### src/rtl/data_mem_interface_pkg.sv
// Shared types and constants for the byte-lane data memory interface.
package data_mem_interface_pkg;

  localparam int unsigned DATA_W = 32;
  localparam int unsigned LANES  = 4;

  typedef enum logic [2:0] {
    ST_IDLE,
    ST_BEAT0,
    ST_BEAT1,
    ST_CAPT,
    ST_RESP
  } state_t;

  typedef enum logic [1:0] {
    SZ_NONE,
    SZ_B,
    SZ_H,
    SZ_W
  } size_t;

  localparam logic [LANES-1:0] MASK_B = 4'b0001;
  localparam logic [LANES-1:0] MASK_H = 4'b0011;
  localparam logic [LANES-1:0] MASK_W = 4'b1111;

  // Request fields held for the duration of one access.
  typedef struct packed {
    logic              wr;
    size_t             size;
    logic [1:0]        off;
    logic              split;
    logic [DATA_W-1:0] data;
  } req_lat_t;

  function automatic logic [LANES-1:0] size_mask(input size_t sz);
    case (sz)
      SZ_B:    size_mask = MASK_B;
      SZ_H:    size_mask = MASK_H;
      SZ_W:    size_mask = MASK_W;
      default: size_mask = '0;
    endcase
  endfunction

  function automatic logic [2:0] size_bytes(input size_t sz);
    case (sz)
      SZ_B:    size_bytes = 3'd1;
      SZ_H:    size_bytes = 3'd2;
      SZ_W:    size_bytes = 3'd4;
      default: size_bytes = 3'd0;
    endcase
  endfunction

endpackage

### src/rtl/data_mem_interface_if.sv
// Request/response and RAM-side bundle of the data memory interface.
interface data_mem_interface_if
  import data_mem_interface_pkg::*;
#(
  parameter int unsigned ADDR_W = 10
);

  logic              req_valid;
  logic              req_ready;
  logic              req_wr;
  logic              req_b_e;
  logic              req_h_e;
  logic              req_w_e;
  logic [31:0]       req_addr;
  logic [DATA_W-1:0] req_w;
  logic [15:0]       req_h;
  logic [7:0]        req_b;
  logic              rsp_valid;
  logic              rsp_err;
  logic [DATA_W-1:0] rsp_rdata;
  logic              ram_en;
  logic              ram_we;
  logic [LANES-1:0]  ram_be;
  logic [ADDR_W-1:0] ram_addr;
  logic [DATA_W-1:0] ram_wdata;
  logic [DATA_W-1:0] ram_rdata;

  modport slave (
    input  req_valid, req_wr, req_b_e, req_h_e, req_w_e, req_addr, req_w, req_h, req_b,
    input  ram_rdata,
    output req_ready, rsp_valid, rsp_err, rsp_rdata,
    output ram_en, ram_we, ram_be, ram_addr, ram_wdata
  );

  modport master (
    output req_valid, req_wr, req_b_e, req_h_e, req_w_e, req_addr, req_w, req_h, req_b,
    output ram_rdata,
    input  req_ready, rsp_valid, rsp_err, rsp_rdata,
    input  ram_en, ram_we, ram_be, ram_addr, ram_wdata
  );

endinterface

### src/rtl/data_mem_interface_byte_lane_aligner.sv
// Combinational lane steering: store data/enables into a two-word window,
// and load data from a two-word window back to a right-justified value.
module byte_lane_aligner
  import data_mem_interface_pkg::*;
(
  input  logic [1:0]          off,
  input  size_t               size,
  input  logic [DATA_W-1:0]   st_data,
  input  logic [DATA_W-1:0]   ld_hi,
  input  logic [DATA_W-1:0]   ld_lo,
  output logic [2*LANES-1:0]  be64,
  output logic [2*DATA_W-1:0] wdata64,
  output logic [DATA_W-1:0]   ld_data
);

  logic [2*DATA_W-1:0] ld_shifted;
  logic [LANES-1:0]    lane_mask;

  always_comb begin
    lane_mask  = size_mask(size);
    be64       = {4'b0000, lane_mask} << off;
    wdata64    = {32'h0, st_data} << {off, 3'b000};
    ld_shifted = {ld_hi, ld_lo} >> {off, 3'b000};
    for (int i = 0; i < int'(LANES); i++) begin
      ld_data[8*i +: 8] = ld_shifted[8*i +: 8] & {8{lane_mask[i]}};
    end
  end

endmodule

### src/rtl/data_mem_interface.sv
// Byte/half/word load-store front end for a single-port word RAM; splits
// word-straddling accesses into two beats and returns zero-extended load data.
module data_mem_interface
  import data_mem_interface_pkg::*;
#(
  parameter int unsigned ADDR_W = 10
)(
  input  logic                 clk,
  input  logic                 rst_n,
  data_mem_interface_if.slave  bus
);

  state_t              state_q, state_d;
  req_lat_t            req_q;
  logic [ADDR_W-1:0]   a_q;
  logic [DATA_W-1:0]   lo_q;
  logic [DATA_W-1:0]   rsp_rdata_q;
  logic                rsp_err_q;

  size_t               req_size;
  logic [DATA_W-1:0]   req_data;
  logic                req_split;
  logic                accept;

  logic [2*LANES-1:0]  be64;
  logic [2*DATA_W-1:0] wdata64;
  logic [DATA_W-1:0]   ld_hi, ld_lo, ld_data;

  logic                ready, rsp_valid, ram_en, ram_we;
  logic [LANES-1:0]    ram_be;
  logic [ADDR_W-1:0]   ram_addr;
  logic [DATA_W-1:0]   ram_wdata;

  // Address bits above the RAM window are deliberately ignored.
  logic unused_addr_hi;
  assign unused_addr_hi = ^bus.req_addr[31:ADDR_W+2];

  // Size decode, priority word > half > byte.
  always_comb begin
    req_size = SZ_NONE;
    req_data = '0;
    if (bus.req_w_e) begin
      req_size = SZ_W;
      req_data = bus.req_w;
    end else if (bus.req_h_e) begin
      req_size = SZ_H;
      req_data = 32'(bus.req_h);
    end else if (bus.req_b_e) begin
      req_size = SZ_B;
      req_data = 32'(bus.req_b);
    end
  end

  assign req_split = ({1'b0, bus.req_addr[1:0]} + size_bytes(req_size)) > 3'd4;
  assign accept    = (state_q == ST_IDLE) && bus.req_valid;

  // Non-split loads take the fresh RAM word as the low half.
  assign ld_hi = req_q.split ? bus.ram_rdata : '0;
  assign ld_lo = req_q.split ? lo_q : bus.ram_rdata;

  byte_lane_aligner u_aligner (
    .off     (req_q.off),
    .size    (req_q.size),
    .st_data (req_q.data),
    .ld_hi   (ld_hi),
    .ld_lo   (ld_lo),
    .be64    (be64),
    .wdata64 (wdata64),
    .ld_data (ld_data)
  );

  // State register.
  always_ff @(posedge clk or negedge rst_n) begin
    if (!rst_n) state_q <= ST_IDLE;
    else        state_q <= state_d;
  end

  // Next-state logic.
  always_comb begin
    state_d = state_q;
    unique case (state_q)
      ST_IDLE:  if (bus.req_valid) state_d = (req_size == SZ_NONE) ? ST_RESP : ST_BEAT0;
      ST_BEAT0: state_d = req_q.split ? ST_BEAT1 : ST_CAPT;
      ST_BEAT1: state_d = ST_CAPT;
      ST_CAPT:  state_d = ST_RESP;
      ST_RESP:  state_d = ST_IDLE;
      default:  state_d = ST_IDLE;
    endcase
  end

  // State-decoded outputs; RAM strobes fall with the async reset of state_q.
  always_comb begin
    ready     = 1'b0;
    rsp_valid = 1'b0;
    ram_en    = 1'b0;
    ram_we    = 1'b0;
    ram_be    = '0;
    ram_addr  = '0;
    ram_wdata = '0;
    unique case (state_q)
      ST_IDLE:  ready = 1'b1;
      ST_BEAT0: begin
        ram_en    = 1'b1;
        ram_we    = req_q.wr;
        ram_be    = be64[LANES-1:0];
        ram_addr  = a_q;
        ram_wdata = wdata64[DATA_W-1:0];
      end
      ST_BEAT1: begin
        ram_en    = 1'b1;
        ram_we    = req_q.wr;
        ram_be    = be64[2*LANES-1:LANES];
        ram_addr  = a_q + ADDR_W'(1);
        ram_wdata = wdata64[2*DATA_W-1:DATA_W];
      end
      ST_RESP:  rsp_valid = 1'b1;
      default:  ;
    endcase
  end

  // Request latch, low-beat capture and response data.
  always_ff @(posedge clk or negedge rst_n) begin
    if (!rst_n) begin
      req_q       <= '0;
      a_q         <= '0;
      lo_q        <= '0;
      rsp_rdata_q <= '0;
      rsp_err_q   <= 1'b0;
    end else begin
      if (accept) begin
        req_q       <= '{wr: bus.req_wr, size: req_size, off: bus.req_addr[1:0],
                         split: req_split, data: req_data};
        a_q         <= bus.req_addr[ADDR_W+1:2];
        lo_q        <= '0;
        rsp_rdata_q <= '0;
        rsp_err_q   <= (req_size == SZ_NONE);
      end
      if (state_q == ST_BEAT1) lo_q <= bus.ram_rdata;
      if (state_q == ST_CAPT) begin
        if (!req_q.split) lo_q <= bus.ram_rdata;
        rsp_rdata_q <= req_q.wr ? '0 : ld_data;
      end
    end
  end

  assign bus.req_ready = ready;
  assign bus.rsp_valid = rsp_valid;
  assign bus.rsp_err   = rsp_err_q;
  assign bus.rsp_rdata = rsp_rdata_q;
  assign bus.ram_en    = ram_en;
  assign bus.ram_we    = ram_we;
  assign bus.ram_be    = ram_be;
  assign bus.ram_addr  = ram_addr;
  assign bus.ram_wdata = ram_wdata;

endmodule

### src/flat_wrapper.sv
// flat-port wrapper written by rule: the top's interface ports become plain ports
module data_mem_interface_flat import data_mem_interface_pkg::*;
#(
  parameter int unsigned ADDR_W = 10
)
  (clk, rst_n, bus_req_valid, bus_req_wr, bus_req_b_e, bus_req_h_e, bus_req_w_e, bus_req_addr, bus_req_w, bus_req_h, bus_req_b, bus_ram_rdata, bus_req_ready, bus_rsp_valid, bus_rsp_err, bus_rsp_rdata, bus_ram_en, bus_ram_we, bus_ram_be, bus_ram_addr, bus_ram_wdata);
  data_mem_interface_if #(.ADDR_W(ADDR_W)) bus_i ();
  input  logic clk;
  input  logic rst_n;
  input wire logic [$bits(bus_i.req_valid)-1:0] bus_req_valid;
  input wire logic [$bits(bus_i.req_wr)-1:0] bus_req_wr;
  input wire logic [$bits(bus_i.req_b_e)-1:0] bus_req_b_e;
  input wire logic [$bits(bus_i.req_h_e)-1:0] bus_req_h_e;
  input wire logic [$bits(bus_i.req_w_e)-1:0] bus_req_w_e;
  input wire logic [$bits(bus_i.req_addr)-1:0] bus_req_addr;
  input wire logic [$bits(bus_i.req_w)-1:0] bus_req_w;
  input wire logic [$bits(bus_i.req_h)-1:0] bus_req_h;
  input wire logic [$bits(bus_i.req_b)-1:0] bus_req_b;
  input wire logic [$bits(bus_i.ram_rdata)-1:0] bus_ram_rdata;
  output wire logic [$bits(bus_i.req_ready)-1:0] bus_req_ready;
  output wire logic [$bits(bus_i.rsp_valid)-1:0] bus_rsp_valid;
  output wire logic [$bits(bus_i.rsp_err)-1:0] bus_rsp_err;
  output wire logic [$bits(bus_i.rsp_rdata)-1:0] bus_rsp_rdata;
  output wire logic [$bits(bus_i.ram_en)-1:0] bus_ram_en;
  output wire logic [$bits(bus_i.ram_we)-1:0] bus_ram_we;
  output wire logic [$bits(bus_i.ram_be)-1:0] bus_ram_be;
  output wire logic [$bits(bus_i.ram_addr)-1:0] bus_ram_addr;
  output wire logic [$bits(bus_i.ram_wdata)-1:0] bus_ram_wdata;
  assign bus_i.req_valid = bus_req_valid;
  assign bus_i.req_wr = bus_req_wr;
  assign bus_i.req_b_e = bus_req_b_e;
  assign bus_i.req_h_e = bus_req_h_e;
  assign bus_i.req_w_e = bus_req_w_e;
  assign bus_i.req_addr = bus_req_addr;
  assign bus_i.req_w = bus_req_w;
  assign bus_i.req_h = bus_req_h;
  assign bus_i.req_b = bus_req_b;
  assign bus_i.ram_rdata = bus_ram_rdata;
  assign bus_req_ready = bus_i.req_ready;
  assign bus_rsp_valid = bus_i.rsp_valid;
  assign bus_rsp_err = bus_i.rsp_err;
  assign bus_rsp_rdata = bus_i.rsp_rdata;
  assign bus_ram_en = bus_i.ram_en;
  assign bus_ram_we = bus_i.ram_we;
  assign bus_ram_be = bus_i.ram_be;
  assign bus_ram_addr = bus_i.ram_addr;
  assign bus_ram_wdata = bus_i.ram_wdata;
  data_mem_interface #(.ADDR_W(ADDR_W)) u_core (.clk(clk), .rst_n(rst_n), .bus(bus_i));
endmodule
### config.mk
export PLATFORM = sky130hd
export DESIGN_NAME = data_mem_interface_flat
export DESIGN_NICKNAME = d
export VERILOG_FILES = /design/src/rtl/data_mem_interface_pkg.sv /design/src/rtl/data_mem_interface_if.sv /design/src/rtl/data_mem_interface_byte_lane_aligner.sv /design/src/rtl/data_mem_interface.sv /design/src/flat_wrapper.sv
export SDC_FILE = /design/constraint.sdc
export NUM_CORES = 1
export LEC_CHECK = 0
export CAP_MARGIN = 25
export CORE_UTILIZATION = 50
export CTS_BUF_LIST = sky130_fd_sc_hd__clkbuf_4 sky130_fd_sc_hd__clkbuf_8 sky130_fd_sc_hd__clkbuf_16
export DETAILED_ROUTE_END_ITERATION = 16
export PLACE_DENSITY_LB_ADDON = 0.08
export SLEW_MARGIN = 20
export SYNTH_ARGS = -nofsm -noshare
export SYNTH_HDL_FRONTEND = slang
export SYNTH_HIERARCHICAL = 1
export SYNTH_SLANG_ARGS = --single-unit
### constraint.sdc
create_clock -name clk -period 4.4 [get_ports clk]
set_input_delay 0.44 -clock clk [delete_from_list [all_inputs] [get_ports clk]]
set_output_delay 0.44 -clock clk [all_outputs]
set_load 0.1 [all_outputs]
; ---- After elaboration in Yosys (flattened, before gate mapping)
; Index checks and enable logic that the tools add are counted.
[word_totals]
ff_bits = 116
word_cells = 64
[classes]
n_addsub = 2
order_cmp = 1
eq_ne = 11
n_shift = 3
n_mux = 28
n_bitwise = 4
reduce_logical = 5
[op_table]
columns = operator, n
row1 = $mux 32, 11
row2 = $pmux 32 s2, 1
row3 = $shl 32x5->64, 1
row4 = $shr 64x5->32, 1
row5 = $and 8x8->8, 4
row6 = $pmux 10 s2, 1
row7 = $pmux 3 s4, 1
row8 = $pmux 4 s3, 1
row9 = $add 10x1->10 const B, 1
row10 = $pmux 3 s3, 1
row11 = $eq 2x2->1 const B, 4
row12 = $mux 8, 1
row13 = $pmux 4 s2, 1
row14 = $shl 4x2->8, 1
row15 = $eq 3x2->1 const B, 2
row16 = $mux 1, 6
row17 = $mux 3, 2
row18 = $eq 2x1->1 const B, 2
row19 = $mux 2, 2
row20 = $add 2x3->3, 1
row21 = $eq 3x1->1 const B, 1
row22 = $eq 3x3->1 const B, 1
row23 = $gt 3x3->1 const B, 1
row24 = $logic_not 3->1, 1
row25 = other kinds (5), 5

; ---- Depth between registers and ports, before layout
; Gate-level depths: netlist (run 1).
[logic_depth]
depth_word = 7
depth_mapped = 10
depth_no_buf = 8

; ---- By module
; Netlist (run 1), hierarchy kept.
[modules_own_cells]
columns = module, instances, cells_each, area_each_um2, seq_area_each_um2
row1 = data_mem_interface, 1, 636, 6065.8, 2902.8
row2 = byte_lane_aligner, 1, 225, 1821.7, 0.0

; ---- Worst setup path after synthesis (run 1)
; OpenSTA, ideal clock, no wires.
[synth_timing]
path_kind = reg2out
from = register u_core.state_q[2]
to = output bus_ram_addr[3]
arrival_ns = 3.150
path_slack_ns = 0.810
stages_incl_launch_ff = 5
path_cell_list = dfrtp_1 > clkbuf_1 > nor3b_1 > a21oi_1 > o21ai_0
[synth_between]
elab_chain_len = 2
[synth_rtl]
columns = element, line_no
row1 = start: declaration, data_mem_interface.sv:13  ; state_t state_q, state_d;
row2 = start signal: assignment, data_mem_interface.sv:75  ; else state_q <= state_d;
row3 = $eq 3x2->1 / $eq 3x1->1 (equally long branches), data_mem_interface.sv:100  ; unique case (state_q)
row4 = $pmux 10 s2 *, data_mem_interface.sv:100
row5 = end: declaration, flat_wrapper.sv:27  ; output wire logic [$bits(bus_i.ram_addr)-1:0] bus_ram_addr;
; Every way passes the cells marked *; elsewhere a longest branch is shown, timed or not.

; ---- Worst setup path in the final report (run 1)
[layout_timing]
from = register u_core/req_q[34] (netlist bit)
to = output bus_ram_wdata[28]
[layout_between]
elab_chain_len = 2
[layout_rtl]
columns = element, line_no
row1 = start: declaration, data_mem_interface.sv:14  ; req_lat_t req_q;
row2 = start signal: assignment, data_mem_interface.sv:131  ; req_q <= '{wr: bus.req_wr, size: req_size, off: bus.req_addr[1:0],
row3 = $shl 32x5->64, data_mem_interface_byte_lane_aligner.sv:22  ; wdata64 = {32'h0, st_data} << {off, 3'b000};
row4 = net u_core.wdata64[28], data_mem_interface.sv:26  ; logic [2*DATA_W-1:0] wdata64;
row5 = $pmux 32 s2, data_mem_interface.sv:100
row6 = end: declaration, flat_wrapper.sv:28  ; output wire logic [$bits(bus_i.ram_wdata)-1:0] bus_ram_wdata;
; The timed path passes the listed nets, and every way through them passes these cells.

==> results of run 1 <==
## metrics by stage
step,hold WS [ns],util,std cells
final,0.106,0.660,1216
after CTS,0.129,0.660,1216
after global placement,0.491,0.622,1184
after global routing,0.164,0.660,1216
after detailed placement,0.482,0.622,1184
after floorplan,0.144,-,861
## path summary, 6_finish.rpt
kind,start,to,slack (ns),cells past startpoint
setup / recovery,u_core/req_q[34],bus_ram_wdata[28],0.72,4
hold / removal,rst_n,u_core/a_q[2],0.11,1
setup reg to reg,u_core/req_q[33],u_core/bus.rsp_rdata[5],2.06,4
hold reg to reg,u_core/bus.rsp_rdata[17],u_core/bus.rsp_rdata[17],0.50,1
max in group asynchronous,rst_n,u_core/req_q[32],3.35,2
min in group clk,u_core/bus.rsp_rdata[17],u_core/bus.rsp_rdata[17],0.50,1
## cell type report
type                            count  area, µm²
Fill cell                        1292       5190
Multi-Input combinational cell    617       4290
Clock buffer                       17        425
Sequential cell                   116       2910
Tap cell                          211        264
Clock inverter                     15        148
Timing Repair Buffer              200       1880
Inverter                           40        150
## sequential cells by signal (all words and copies together), names as in the netlist
signal                cells
u_core/a_q               10
u_core/bus.rsp_err        1
u_core/req_q             38
u_core/state_q            3
u_core/bus.rsp_rdata     32
u_core/lo_q              32
## per-layer routing
layer | vias up | track usage | routed length [µm]
met3 | 22 | 0.0503 | 1510
li1 | 3317 | - | -
met2 | 260 | 0.377 | 8850
met1 | 3205 | 0.420 | 10800
met4 | 0 | 0.0791 | 311
met5 | - | 0 | 0
## worst reg2reg max path, cell delays in order (launching register included)
cell     delay [ns]
dfrtp_4        0.57
buf_4          0.83
mux2i_1        0.39
o22ai_1        0.19
a22o_1         0.24
==> reports/results.tsv, run 1 <==
metric	value	unit
outcome	completed	
delay-heaviest family, CP	buffers and inverters	
Buf/Inv on CP	1	
Crit Path Category	reg -> out	
final worst setup slack	0.723	ns
Max Clock Freq	272	MHz
Placed Instance Area	9490	µm²
Site Rows	45	
max-slew violation count	0	
Max Buffers Root-to-Sink	2	
synth warn	6	
Area Growth Syn to Fin	28.4	%
Worst-path clk slew	0.06	ns
GPL Wtd Cong	0.846	
CP required	3.96	ns
Antenna Nets Post-Route	0	
slowest stage delay, CP	1.13	ns
most frequent cells in the layout	clkdlybuf4s50_1, nand2_1, mux2i_1	
Placement Setup Slack	1.19	ns
layout net count	1122	
Worst setup SP type	flip-flop	
final hold vios	0	
Syn Area/Cell	9.19	µm²
clk root buf	clkbuf_16	
clock sinks	116	
maximum number of pins on one net before global-route repair	73	
1st-iter DRT viols	544	
Slew HR	0.328	
worst-path maximum fanout	47	
Die ar.	16200	µm²
final setup vio count	0	
initial antenna violation count	0	
RSZ-0062 raised after global routing	false	
final worst path period share	0.836	
vias in the first global route	6261	
cts bufs inserted	17	
ant diodes	0	
CP Cell Sequence	mux2i_1 > mux2i_1 > a22o_1 > clkdlybuf4s50_1	
Min Clock Period, post-route	3.68	ns
Hold Crit Class	in -> async	
setup TNS	0	ns
DRT Wirelength	21400	µm
Die H	127	µm
Worst-Skew Late Latency	0.42	ns
setup bufs post-CTS	0	
max capacitance violation total	0	
commonest non-fill, non-tap cell in the layout	clkdlybuf4s50_1	
# DRC	0	
Cell Area, Synth	7840	µm²
TritonRoute pass-1 iters	5	
I/O pins	210	
routed via count	6804	
CP most frequent cell	mux2i_1	
Slew @ Worst Pin	1.01	ns
final instance area	10100	µm²
Initial Utilization	0.514	
core box area	15300	µm²
Setup Skew	0.00690	ns
I/O Buffers	189	
layout cells sized above 1	0.107	
critical path's slowest cell	clkdlybuf4s50_1	
CTS tree	done	
critical path arrival	3.24	ns
first-pass GRT wire length	33700	µm
vias per cell	5.60	
DR WL/cell	17.6	µm
H-tree depth	4	
Total GRT Usage	0.270	
DP HPWL	14900	µm
Worst setup EP type	output port	
Post-Synthesis Cells	853	
Hold Buf Count CTS	0	
PostCTS Resize Cnt	0	
die extent in x	127	µm
gr ovfl total	0	
Power of run 1 is not shown: default switching activity piles up to over one toggle a cycle in this logic, so the estimate is an artifact.
==> run 2, diff against run 1 <==
==> constraint.sdc (replaced) <==
create_clock -name clk -period 3.4 [get_ports clk]
set_input_delay 0.34 -clock clk [delete_from_list [all_inputs] [get_ports clk]]
set_output_delay 0.34 -clock clk [all_outputs]
set_load 0.1 [all_outputs]
==> run 2 against run 1 <==
  * First-iteration DRC count decreased by 3.5%
  * Sequential cell count stayed put
  * The run now ends with negative hold slack left
  * Via count up 0.57%
  * Sequential share of layout area fell by 0.35 points
  * Hold slack got worse by 0.12 ns
  * Die area unchanged
  * Routed wire length is 1.9% lower
  * Register-to-register slack worse by 1.0 ns
  * Critical endpoint is now bus_ram_wdata[22]
  * Clock skew up 0.0062 ns
==> reports/results.tsv, run 2 (synthesized netlist as in run 1, its figures left out) <==
metric	value	unit	change
commonest non-fill, non-tap cell in the layout	clkdlybuf4s50_1		
critical path arrival	2.51	ns	-0.73 ns
TritonRoute pass-1 iters	5		unchanged
fillers	1293		+0.077%
R2R cell count	4		unchanged
DR WL/cell	17.2	µm	-2.2%
DP HPWL	14700	µm	-1.5%
Site Rows	45		unchanged
Total GRT Usage	0.272		+0.00186
Die ar.	16200	µm²	unchanged
RSZ-0062 raised after global routing	false		
PostCTS Resize Cnt	0		unchanged
most frequent cells in the layout	clkdlybuf4s50_1, nand2_1, mux2i_1		
final worst path period share	0.839		
CP required	3.06	ns	-0.90 ns
Slew @ Worst Pin	0.970	ns	-0.0383 ns
worst-path maximum fanout	41		-13%
final instance area	10200	µm²	+1.2%
H-tree depth	4		unchanged
layout net count	1126		+0.36%
Crit Path Category	reg -> out		
r2r setup slk	1.05	ns	-1.01 ns
Worst setup SP type	flip-flop		
routed via count	6843		+0.57%
I/O Buffers	189		unchanged
GPL Wtd Cong	0.843		-0.31%
final worst setup slack	0.546	ns	-0.177 ns
WHS	-0.0148	ns	-0.120 ns
final setup vio count	0		unchanged
max capacitance violation total	0		unchanged
cts bufs inserted	17		unchanged
Antenna Nets Post-Route	0		unchanged
die extent in x	127	µm	unchanged
initial antenna violation count	0		unchanged
Final Util	0.668		+0.00820
first-pass GRT wire length	33900	µm	+0.39%
setup TNS	0	ns	unchanged
Setup Skew	0.0131	ns	+0.00621 ns
I/O pins	210		unchanged
# DRC	0		unchanged
Worst setup EP type	output port		
Max Buffers Root-to-Sink	2		unchanged
clock sinks	116		unchanged
Placed Instance Area	9540	µm²	+0.50%
max-slew violation count	0		unchanged
gr ovfl total	0		unchanged
DRT Wirelength	21000	µm	-1.9%
failing checks	negative hold slack		
ant diodes	0		unchanged
Hold Crit Class	in -> async		
Die H	127	µm	unchanged
worst r2r src	u_core/req_q[33]		
maximum number of pins on one net before global-route repair	80		+9.6%
final hold vios	6		+6
vias in the first global route	6133		-2.0%
1st-iter DRT viols	525		-3.5%
outcome	finished with violations		
layout cells sized above 1	0.124		+0.0164
vias per cell	5.61		+0.24%
Worst-Skew Late Latency	0.42	ns	about the same
Largest Register	u_core/req_q		
Initial Utilization	0.514		unchanged
Area Growth Syn to Fin	30.0	%	
Min Clock Period, post-route	2.85	ns	
Slew HR	0.352		+0.0235
Worst-path clk slew	0.05	ns	about the same
Placement Setup Slack	0.973	ns	-0.218 ns
max FFs per register	38		unchanged
CTS tree	done		
Hold Buf Count CTS	0		unchanged
reg2reg end	u_core/bus.rsp_rdata[26]		
Max Clock Freq	350	MHz	
clk root buf	clkbuf_16		
setup bufs post-CTS	0		unchanged
core box area	15300	µm²	unchanged
[run 2: cell count changes in the layout (fill, tap and decap cells not counted), sizes merged]
cell           before  now
buf                49   66
clkdlybuf4s50     151  138
inv                48   44
bufinv              1    4
clkbuf             17   18
clkinv              4    3
clkinvlp            2    3
[run 2: cell type report]
type                    count  area, µm²  area share
well taps                 211        264      0.0259
multi-input cells         617       4290       0.421
clock inverters            14        196      0.0193
inverters                  40        150      0.0147
repair buffers            204       1940       0.191
clock buffers              18        439      0.0431
flip-flops and latches    116       2910       0.285
[run 2: worst max-delay path, cell delays in order (launching register included)]
cell and delay, ns:
dfrtp_4 0.76, nor2b_1 0.68, o2bb2ai_1 0.19, a22o_1 0.18, buf_4 0.30
[run 2: worst max-delay path by stage]
stage	start	endpoint	slack [ns]	cells past startpoint
final	u_core/req_q[33]	bus_ram_wdata[22]	0.55	4
after global routing	u_core/req_q[33]	bus_ram_wdata[22]	0.44	4
after CTS	u_core/req_q[33]	bus_ram_wdata[17]	0.55	4
after detailed placement	bus_req_h_e	u_core/req_q[32]	0.97	9
after global placement	bus_req_h_e	u_core/req_q[32]	0.96	9
after floorplan	u_core/state_q[0]	bus_ram_addr[6]	0.29	4
[run 2: per-layer routing]
layer / track usage / part of all wire / vias up
met2: 0.363 / 0.41 / 249
met4: 0.0700 / 0.0098 / 0
li1: - / - / 3330
met3: 0.0561 / 0.071 / 21
met5: 0 / 0 / -
met1: 0.437 / 0.51 / 3243
[run 2: per-stage QoR]
| step | instances | hold slack (ns) |
|---|---|---|
| after floorplan | 861 | 0.0444 |
| after CTS | 1219 | 0.0213 |
| final | 1220 | -0.0148 |
| after global placement | 1186 | 0.468 |
| after detailed placement | 1187 | 0.471 |
| after global routing | 1220 | 0.0610 |
Power of run 2 is left out for the same reason.
==> run 3, diff against run 2 <==
--- a/config.mk
+++ b/config.mk
@@ -6,7 +6,7 @@
 export NUM_CORES = 1
 export LEC_CHECK = 0
 export CAP_MARGIN = 25
-export CORE_UTILIZATION = 50
+export CORE_UTILIZATION = 45
 export CTS_BUF_LIST = sky130_fd_sc_hd__clkbuf_4 sky130_fd_sc_hd__clkbuf_8 sky130_fd_sc_hd__clkbuf_16
 export DETAILED_ROUTE_END_ITERATION = 16
 export PLACE_DENSITY_LB_ADDON = 0.08
==> constraint.sdc (replaced) <==
create_clock -name clk -period 2.33 [get_ports clk]
set_input_delay 0.233 -clock clk [delete_from_list [all_inputs] [get_ports clk]]
set_output_delay 0.233 -clock clk [all_outputs]
set_load 0.1 [all_outputs]
==> run 3 against run 2 <==
  * The flow now finishes without violations
  * Sequential share of layout area decreased by 2.0 points
  * Critical path depth stayed put
  * Sequential cell count unchanged
  * Count of clock-buffer cells in the layout is 1 lower
  * First-iteration DRC count grew 12%
  * Routed wire length grew 7.0%
  * Hold slack gained 0.34 ns
  * Global-route usage is 1.7 points lower
  * Clock skew fell by 0.0076 ns
  * Cell count increased by 2.1%
  * Non-clock buffer count is 17 higher
==> reports/results.tsv, run 3 (synthesized netlist as in run 1, its figures left out) <==
metric	value	unit	change
DR WL/cell	18.1	µm	+4.8%
Worst setup SP type	flip-flop		
max FFs per register	38		unchanged
Slew @ Worst Pin	0.569	ns	-0.401 ns
core box area	16800	µm²	+10%
GPL Wtd Cong	0.852		+1.1%
outcome	completed		
R2R cell count	4		unchanged
Worst-Skew Late Latency	0.43	ns	about the same
Site Rows	47		+4.4%
initial antenna violation count	0		unchanged
Die ar.	17900	µm²	+11%
clk root buf	clkbuf_16		
vias in the first global route	6227		+1.5%
Setup Skew	0.00551	ns	-0.00760 ns
vias per cell	5.56		-0.87%
routed via count	6928		+1.2%
gr ovfl total	0		unchanged
final worst path period share	0.990		
Worst setup EP type	output port		
TritonRoute pass-1 iters	5		unchanged
Die H	134	µm	+5.3%
worst-path maximum fanout	9		-78%
CP Cell Sequence	or3b_4 > or4_4 > nand3_2 > buf_12		
first-pass GRT wire length	34700	µm	+2.6%
commonest non-fill, non-tap cell in the layout	nand2_1		
DP Cell Count	1208		+1.8%
final setup vio count	0		unchanged
slowest stage delay, CP	0.53	ns	-0.23 ns
Max Buffers Root-to-Sink	2		unchanged
met1 Resource Use GR	0.396		-0.0406
max capacitance violation total	0		unchanged
Max Clock Freq	433	MHz	
DRT Wirelength	22500	µm	+7.0%
cts bufs inserted	17		unchanged
maximum number of pins on one net before global-route repair	71		-11%
CTS tree	done		
layer with the highest usage	met1		
most frequent cells in the layout	nand2_1, mux2i_1, dfrtp_1		
Placement Setup Slack	0.291	ns	-0.681 ns
RSZ-0062 raised after global routing	true		
Min Clock Period, post-route	2.31	ns	
I/O pins	210		unchanged
Worst-path clk slew	0.06	ns	about the same
critical path's slowest cell	or4_4		
CP required	2.10	ns	-0.96 ns
I/O Buffers	189		unchanged
fin cells	1246		+2.1%
layout net count	1143		+1.5%
Largest Register	u_core/req_q		
Antenna Nets Post-Route	0		unchanged
Initial Utilization	0.466		-0.0477
Area Growth Syn to Fin	40.0	%	
die extent in x	134	µm	+5.3%
final hold vios	0		-6
critical path arrival	2.07	ns	-0.44 ns
final worst setup slack	0.0229	ns	-0.523 ns
max-slew violation count	0		unchanged
# DRC	0		unchanged
ant diodes	0		unchanged
H-tree depth	4		unchanged
layout cells sized above 1	0.182		+0.0584
DP HPWL	16100	µm	+9.3%
clock sinks	116		unchanged
met3 usage	0.0574		+0.00133
Total GRT Usage	0.255		-0.0171
1st-iter DRT viols	586		+12%
Slew HR	0.620		+0.268
Hold Crit Class	in -> async		
Crit Path Category	reg -> out		
met2 GRT Util	0.347		-0.0155
[run 3: cell types whose count changed in the layout (fill, tap and decap cells not counted), sizes merged]
cell           before  now
buf                66  112
clkdlybuf4s50     138  105
clkinv              3    7
clkinvlp            3    0
bufinv              4    2
inv                44   46
bufbuf              0    1
clkbuf             18   19
dlygate4sd3         0    1
[run 3: final timing paths]
kind | start | end | slack (ns)
setup reg to reg | u_core/state_q[0] | u_core/req_q[7] | 0.40
hold / removal | rst_n | u_core/a_q[2] | 0.33
setup / recovery | u_core/state_q[0] | bus_ram_addr[8] | 0.02
max in group asynchronous | rst_n | u_core/a_q[9] | 1.32
hold reg to reg | u_core/bus.rsp_rdata[26] | u_core/bus.rsp_rdata[26] | 0.51
min in group clk | bus_req_w[26] | u_core/req_q[26] | 0.35
[run 3: cell type report]
type / instances / area [µm²]
clock inverters: 15 / 169
well taps: 220 / 275
repair buffers: 221 / 2670
multi-input cells: 617 / 4370
flip-flops and latches: 116 / 2910
fillers: 1409 / 5850
clock buffers: 17 / 425
inverters: 40 / 151
[run 3: per-stage QoR]
step                TNS [ns]  area (µm²)  utilization  hold slack, ns
floorplan             -0.794        7920            -         -0.0626
global placement           0       10200        0.609           0.247
detailed placement         0       10200        0.609           0.240
CTS                 -0.00519       10900        0.648           0.331
global route          -0.637       11000        0.652           0.354
finish                     0       11000        0.652           0.327
[run 3: repair_timing]
item	in CTS	in global routing
cloned	1	1
setup endpoints to repair	15	13
setup buffers	0	3
endpoints found under the hold margin	36	0
pin swaps	0	2
resized for setup	6	5
hold buffers	1	0
[run 3: layer usage]
layer	wire length [µm]	part of all wire
met5	0	0
met4	157	0.0070
met3	1600	0.071
met2	9480	0.42
met1	11300	0.50
[run 3: critical path, delay by kind of cell (launching register included)]
| family | cells | cell delay (ns) |
|---|---|---|
| AND/OR/NAND/NOR | 3 | 1.09 |
| buffers and inverters | 1 | 0.17 |
| flip-flops | 1 | 0.37 |
Power of run 3 is left out for the same reason.
==> RTL edit 1 (flow settings as in run 2) <==
The 5 states of `state_t` get a one-hot encoding in 5 bits.
--- a/src/rtl/data_mem_interface_pkg.sv
+++ b/src/rtl/data_mem_interface_pkg.sv
@@ -5,10 +5,10 @@
   localparam int unsigned LANES  = 4;
 
-  typedef enum logic [2:0] {
-    ST_IDLE,
-    ST_BEAT0,
-    ST_BEAT1,
-    ST_CAPT,
-    ST_RESP
+  typedef enum logic [4:0] {
+    ST_IDLE  = 5'b00001,
+    ST_BEAT0 = 5'b00010,
+    ST_BEAT1 = 5'b00100,
+    ST_CAPT  = 5'b01000,
+    ST_RESP  = 5'b10000
   } state_t;
 
Check against the original RTL: same outputs for any inputs over 4 cycles, from zero or initial values and one cycle with rst_n low; so few cycles prove little.
==> RTL edit 1 against run 2 <==
- synthesized area down 1.2%
- via count up 3.9%
- count of clock-buffer cells in the layout up 2
- cell area up 4.3%
- fmax down 6.1%
- worst setup slack worse by 0.19 ns
- register-to-register slack worse by 0.10 ns
- largest cell class unchanged
- cell count down 3.3%
- sequential cell count up 2
- wire length up 10%
==> RTL edit 1: results (changes against run 2) <==
----------------------------------------------------
[Yosys]
  Synthesized instance count ... 830 (-2.7%)

[Global routing]
  Most used routing layer ... met2
  Vias in the first global route ... 7025 (+15%)
  M2 GR Usage ... 0.509 (+0.146)
  All-Layer GR Usage ... 0.300 (+0.0284)
  Met3 usage ... 0.0599 (+0.00378)
  Pin count of the biggest net entering global routing ... 98 (+23%)
  First-pass GRT wire length ... 37300 um (+10%)

[Place]
  HPWL Detailed ... 16000 um (+9.0%)
  Inst Count DP ... 1147 (-3.4%)
  Routability cong. ... 0.895 (+6.2%)

[Outcome]
  Result of the run ... finished, final reports clean

[Routing]
  1st-iter DRT viols ... 795 (+51%)
  Average wire per standard cell ... 19.7 um (+14%)
  Via Count ... 7107 (+3.9%)
  Routed length on met3 ... 1560 um (+4.6%)
  Pre-Repair DR Iteration Count ... 6 (+1)
  Routed length on met2 ... 11400 um (+34%)

[Finish]
  Proportion of layout cells with a drive suffix above 1 ... 0.162 (+0.0384)
  Non-filler instance count after layout ... 1180 (-3.3%)

[Clock tree]
  Count of hold buffers inserted by post-cts repair ... 1 (+1)

[Timing]
  Relative slew slack ... 0.331 (-0.0201)
  Max Clock Skew ... 0.00870 ns (-0.00441 ns)

[Worst setup path]
  Slowest cell on the critical path ... sky130_fd_sc_hd__or3_1
  Max incr delay on CP ... 0.50 ns (-0.26 ns)
  Crit. Startpoint ... u_core/state_q[4]$_DFFE_PN0P_
  Crit path to ... bus_ram_wdata[21]
  Top Family by Delay on Critical Path ... simple AND/OR/NAND/NOR gates

----------------------------------------------------
-- RTL edit 1: stage by stage --
step | setup slack (ns) | hold slack [ns] | power, uW
floorplan | 0.0534 | 0.0444 | 5320
global placement | 0.874 | 0.335 | 6210
detailed placement | 0.844 | 0.334 | 6340
CTS | 0.368 | 0.431 | 8230
global route | 0.237 | 0.472 | 8680
finish | 0.360 | 0.421 | 8260
-- RTL edit 1: final cells by class --
cell class,count,area [sq um]
Tap cell,188,235
Sequential cell,118,2960
Fill cell,1113,4510
Multi-Input combinational cell,627,4320
Inverter,9,33.8
Clock buffer,20,460
Clock inverter,12,151
Timing Repair Buffer,206,2470
-- RTL edit 1: worst reg2reg max path: stages, from the launching register on --
cell                      delay (ns)
sky130_fd_sc_hd__dfrtp_4        0.77
sky130_fd_sc_hd__buf_4          0.74
sky130_fd_sc_hd__mux2i_1        0.37
sky130_fd_sc_hd__o22ai_1        0.20
sky130_fd_sc_hd__a22o_1         0.25
==> RTL edit 2 (config.mk and constraints of run 2) <==
Without the edit above. The package constant `LANES` goes from 4 to 8.
--- a/src/rtl/data_mem_interface_pkg.sv
+++ b/src/rtl/data_mem_interface_pkg.sv
@@ -3,5 +3,5 @@
 
   localparam int unsigned DATA_W = 32;
-  localparam int unsigned LANES  = 4;
+  localparam int unsigned LANES  = 8;
 
   typedef enum logic [2:0] {
Ports: changed (resized bus_ram_be); port bits go from 210 to 214. The function was not compared with the original's and may differ.
==> RTL edit 2 against run 2 <==
- synthesized area is 0.32% higher
- synthesized cell count is 1.3% higher
- critical path depth stayed put
- largest cell class unchanged
- wire length is 5.7% higher
- highest routed layer unchanged
- hold slack better by 0.49 ns
- register-to-register slack better by 0.20 ns
- cell area is 0.38% higher
- clock skew is 0.0049 ns lower
- sequential cell count stayed put
- worst setup slack worse by 0.049 ns
Power is not shown: default switching activity piles up to over one toggle a cycle in this logic, so the estimate is an artifact.
==> RTL edit 2: results (changes against run 2) <==
----------------------------------------------------
[Routing]
  Average wire per standard cell ... 18.0 um (+4.2%)
  Routed length on met3 ... 1260 um (-16%)
  DR vias/cell ... 5.63 (+0.40%)
  Wl on met1 ... 9570 um (-11%)
  Via Count ... 6972 (+1.9%)
  Pre-Repair DR Iteration Count ... 5 (unchanged)
  Routed length on met2 ... 10600 um (+24%)
  Highest metal used ... met4
  1st-iter DRT viols ... 565 (+7.6%)

[Global routing]
  Pin count of the biggest net entering global routing ... 110 (+38%)
  Vias in the first global route ... 6500 (+6.0%)
  Number of antenna violations at the first check in global routing ... 1 (+1)
  All-Layer GR Usage ... 0.281 (+0.00878)
  First-pass GRT wire length ... 35000 um (+3.3%)

[Worst setup path]
  Worst r2r path cells ... 5 (+1)
  Critical register-to-register path startpoint ... u_core/state_q[0]$_DFFE_PN0P_
  Slowest cell on the critical path ... sky130_fd_sc_hd__dfrtp_2
  Top Family by Delay on Critical Path ... flip-flops
  Reg-to-reg setup timing slack ... 1.25 ns (+0.20 ns)
  Max incr delay on CP ... 0.81 ns (+0.05 ns)
  Arrival time reported for the critical path endpoint ... 2.56 ns (+0.05 ns)
  Maximum fanout along the worst path ... 33 (-20%)
  Reg2reg end ... u_core/lo_q[3]$_DFF_PN0_

[Timing]
  Worst hold margin ... 0.477 ns (+0.491 ns)
  Max Clock Skew ... 0.00822 ns (-0.00489 ns)
  Slew at the pin with the worst max-slew slack ... 0.982 ns (+0.0121 ns)

[Clock tree]
  Total CTS buffers ... 17 (unchanged)
  CTS clock-pin slew for the worst setup and hold paths ... around 0.06 ns
  Number of levels in the clock H-tree ... 4 (unchanged)
  Post-CTS resize count ... 0 (unchanged)
  Clk buf depth ... 2 (unchanged)
  Root Buffer Master ... sky130_fd_sc_hd__clkbuf_16
  Source-to-sink clock delay at the later pin of the worst-skew pair ... 0.42 ns (about the same)

[Yosys]
  Synthesized instance count ... 864 (+1.3%)
  Number of synthesis warnings ... 6 (unchanged)

[Place]
  Count of buffers from port buffering ... 192 (+1.6%)
  Routability cong. ... 0.870 (+3.2%)
  HPWL Detailed ... 15400 um (+4.9%)
  Inst Count DP ... 1202 (+1.3%)

[Worst hold path]
  Hold Crit Endpoint ... u_core/req_q[28]$_DFFE_PN0P_
  Startpoint of the lowest-slack hold path ... bus_req_w[28]
  Hold Path Depth ... 3
  Hold/Removal Path Class ... in -> reg

[Outcome]
  Result of the run ... finished, final reports clean

[Finish]
  Net count reported at finish ... 1143 (+1.5%)
  Proportion of layout cells with a drive suffix above 1 ... 0.126 (+0.00185)
  Max reg flops ... 38 (unchanged)
  Register with the most flip-flops ... u_core/req_q

----------------------------------------------------
RTL edit 2: repair_timing:
action	in CTS	in global routing
hold buffers	1	0
setup buffers	0	0
hold endpoints to repair	46	0
RTL edit 2: routing by layer:
metal | vias up | GRT usage
li1 | 3370 | -
met1 | 3301 | 0.363
met2 | 259 | 0.447
met3 | 42 | 0.0582
met4 | 0 | 0.140
met5 | - | 0
RTL edit 2: worst min-delay path, delay by kind of cell:
family / cells / cell delay, ns
AND/OR/NAND/NOR: 1 / 0.06
buffers and inverters: 1 / 0.39
AO/OA/AOI/OAI: 1 / 0.06
RTL edit 2: final cells by class:
class | instances | area, sq um
Tap cell | 211 | 264
Antenna cell | 1 | 2.50
Multi-Input combinational cell | 629 | 4310
Timing Repair Buffer | 210 | 1970
Fill cell | 1280 | 5030
Clock buffer | 17 | 425
Sequential cell | 116 | 2910
Clock inverter | 15 | 204
Inverter | 39 | 146
RTL edit 2: metrics by stage:
stage | util | cell area [sq um] | setup slack [ns] | setup TNS, ns
6_report | 0.671 | 10200 | 0.497 | 0
5_1_grt | 0.671 | 10200 | 0.375 | 0
4_1_cts | 0.668 | 10200 | 0.519 | 0
3_5_place_dp | 0.626 | 9550 | 0.920 | 0
3_3_place_gp | 0.626 | 9550 | 0.933 | 0
2_1_floorplan | - | 7920 | -0.0659 | -0.187
RTL edit 2: worst max-delay path by stage:
stage	from	end	slack (ns)	cells after the start
finish	u_core/req_q[34]$_DFFE_PN0P_	bus_ram_wdata[6]	0.50	4
global route	u_core/req_q[34]$_DFFE_PN0P_	bus_ram_wdata[4]	0.37	4
CTS	u_core/req_q[34]$_DFFE_PN0P_	bus_ram_wdata[6]	0.52	4
detailed placement	bus_req_h_e	u_core/req_q[32]$_DFFE_PN0P_	0.92	8
global placement	bus_req_h_e	u_core/req_q[32]$_DFFE_PN0P_	0.93	9
floorplan	u_core/state_q[0]$_DFFE_PN0P_	bus_ram_addr[3]	-0.07	4
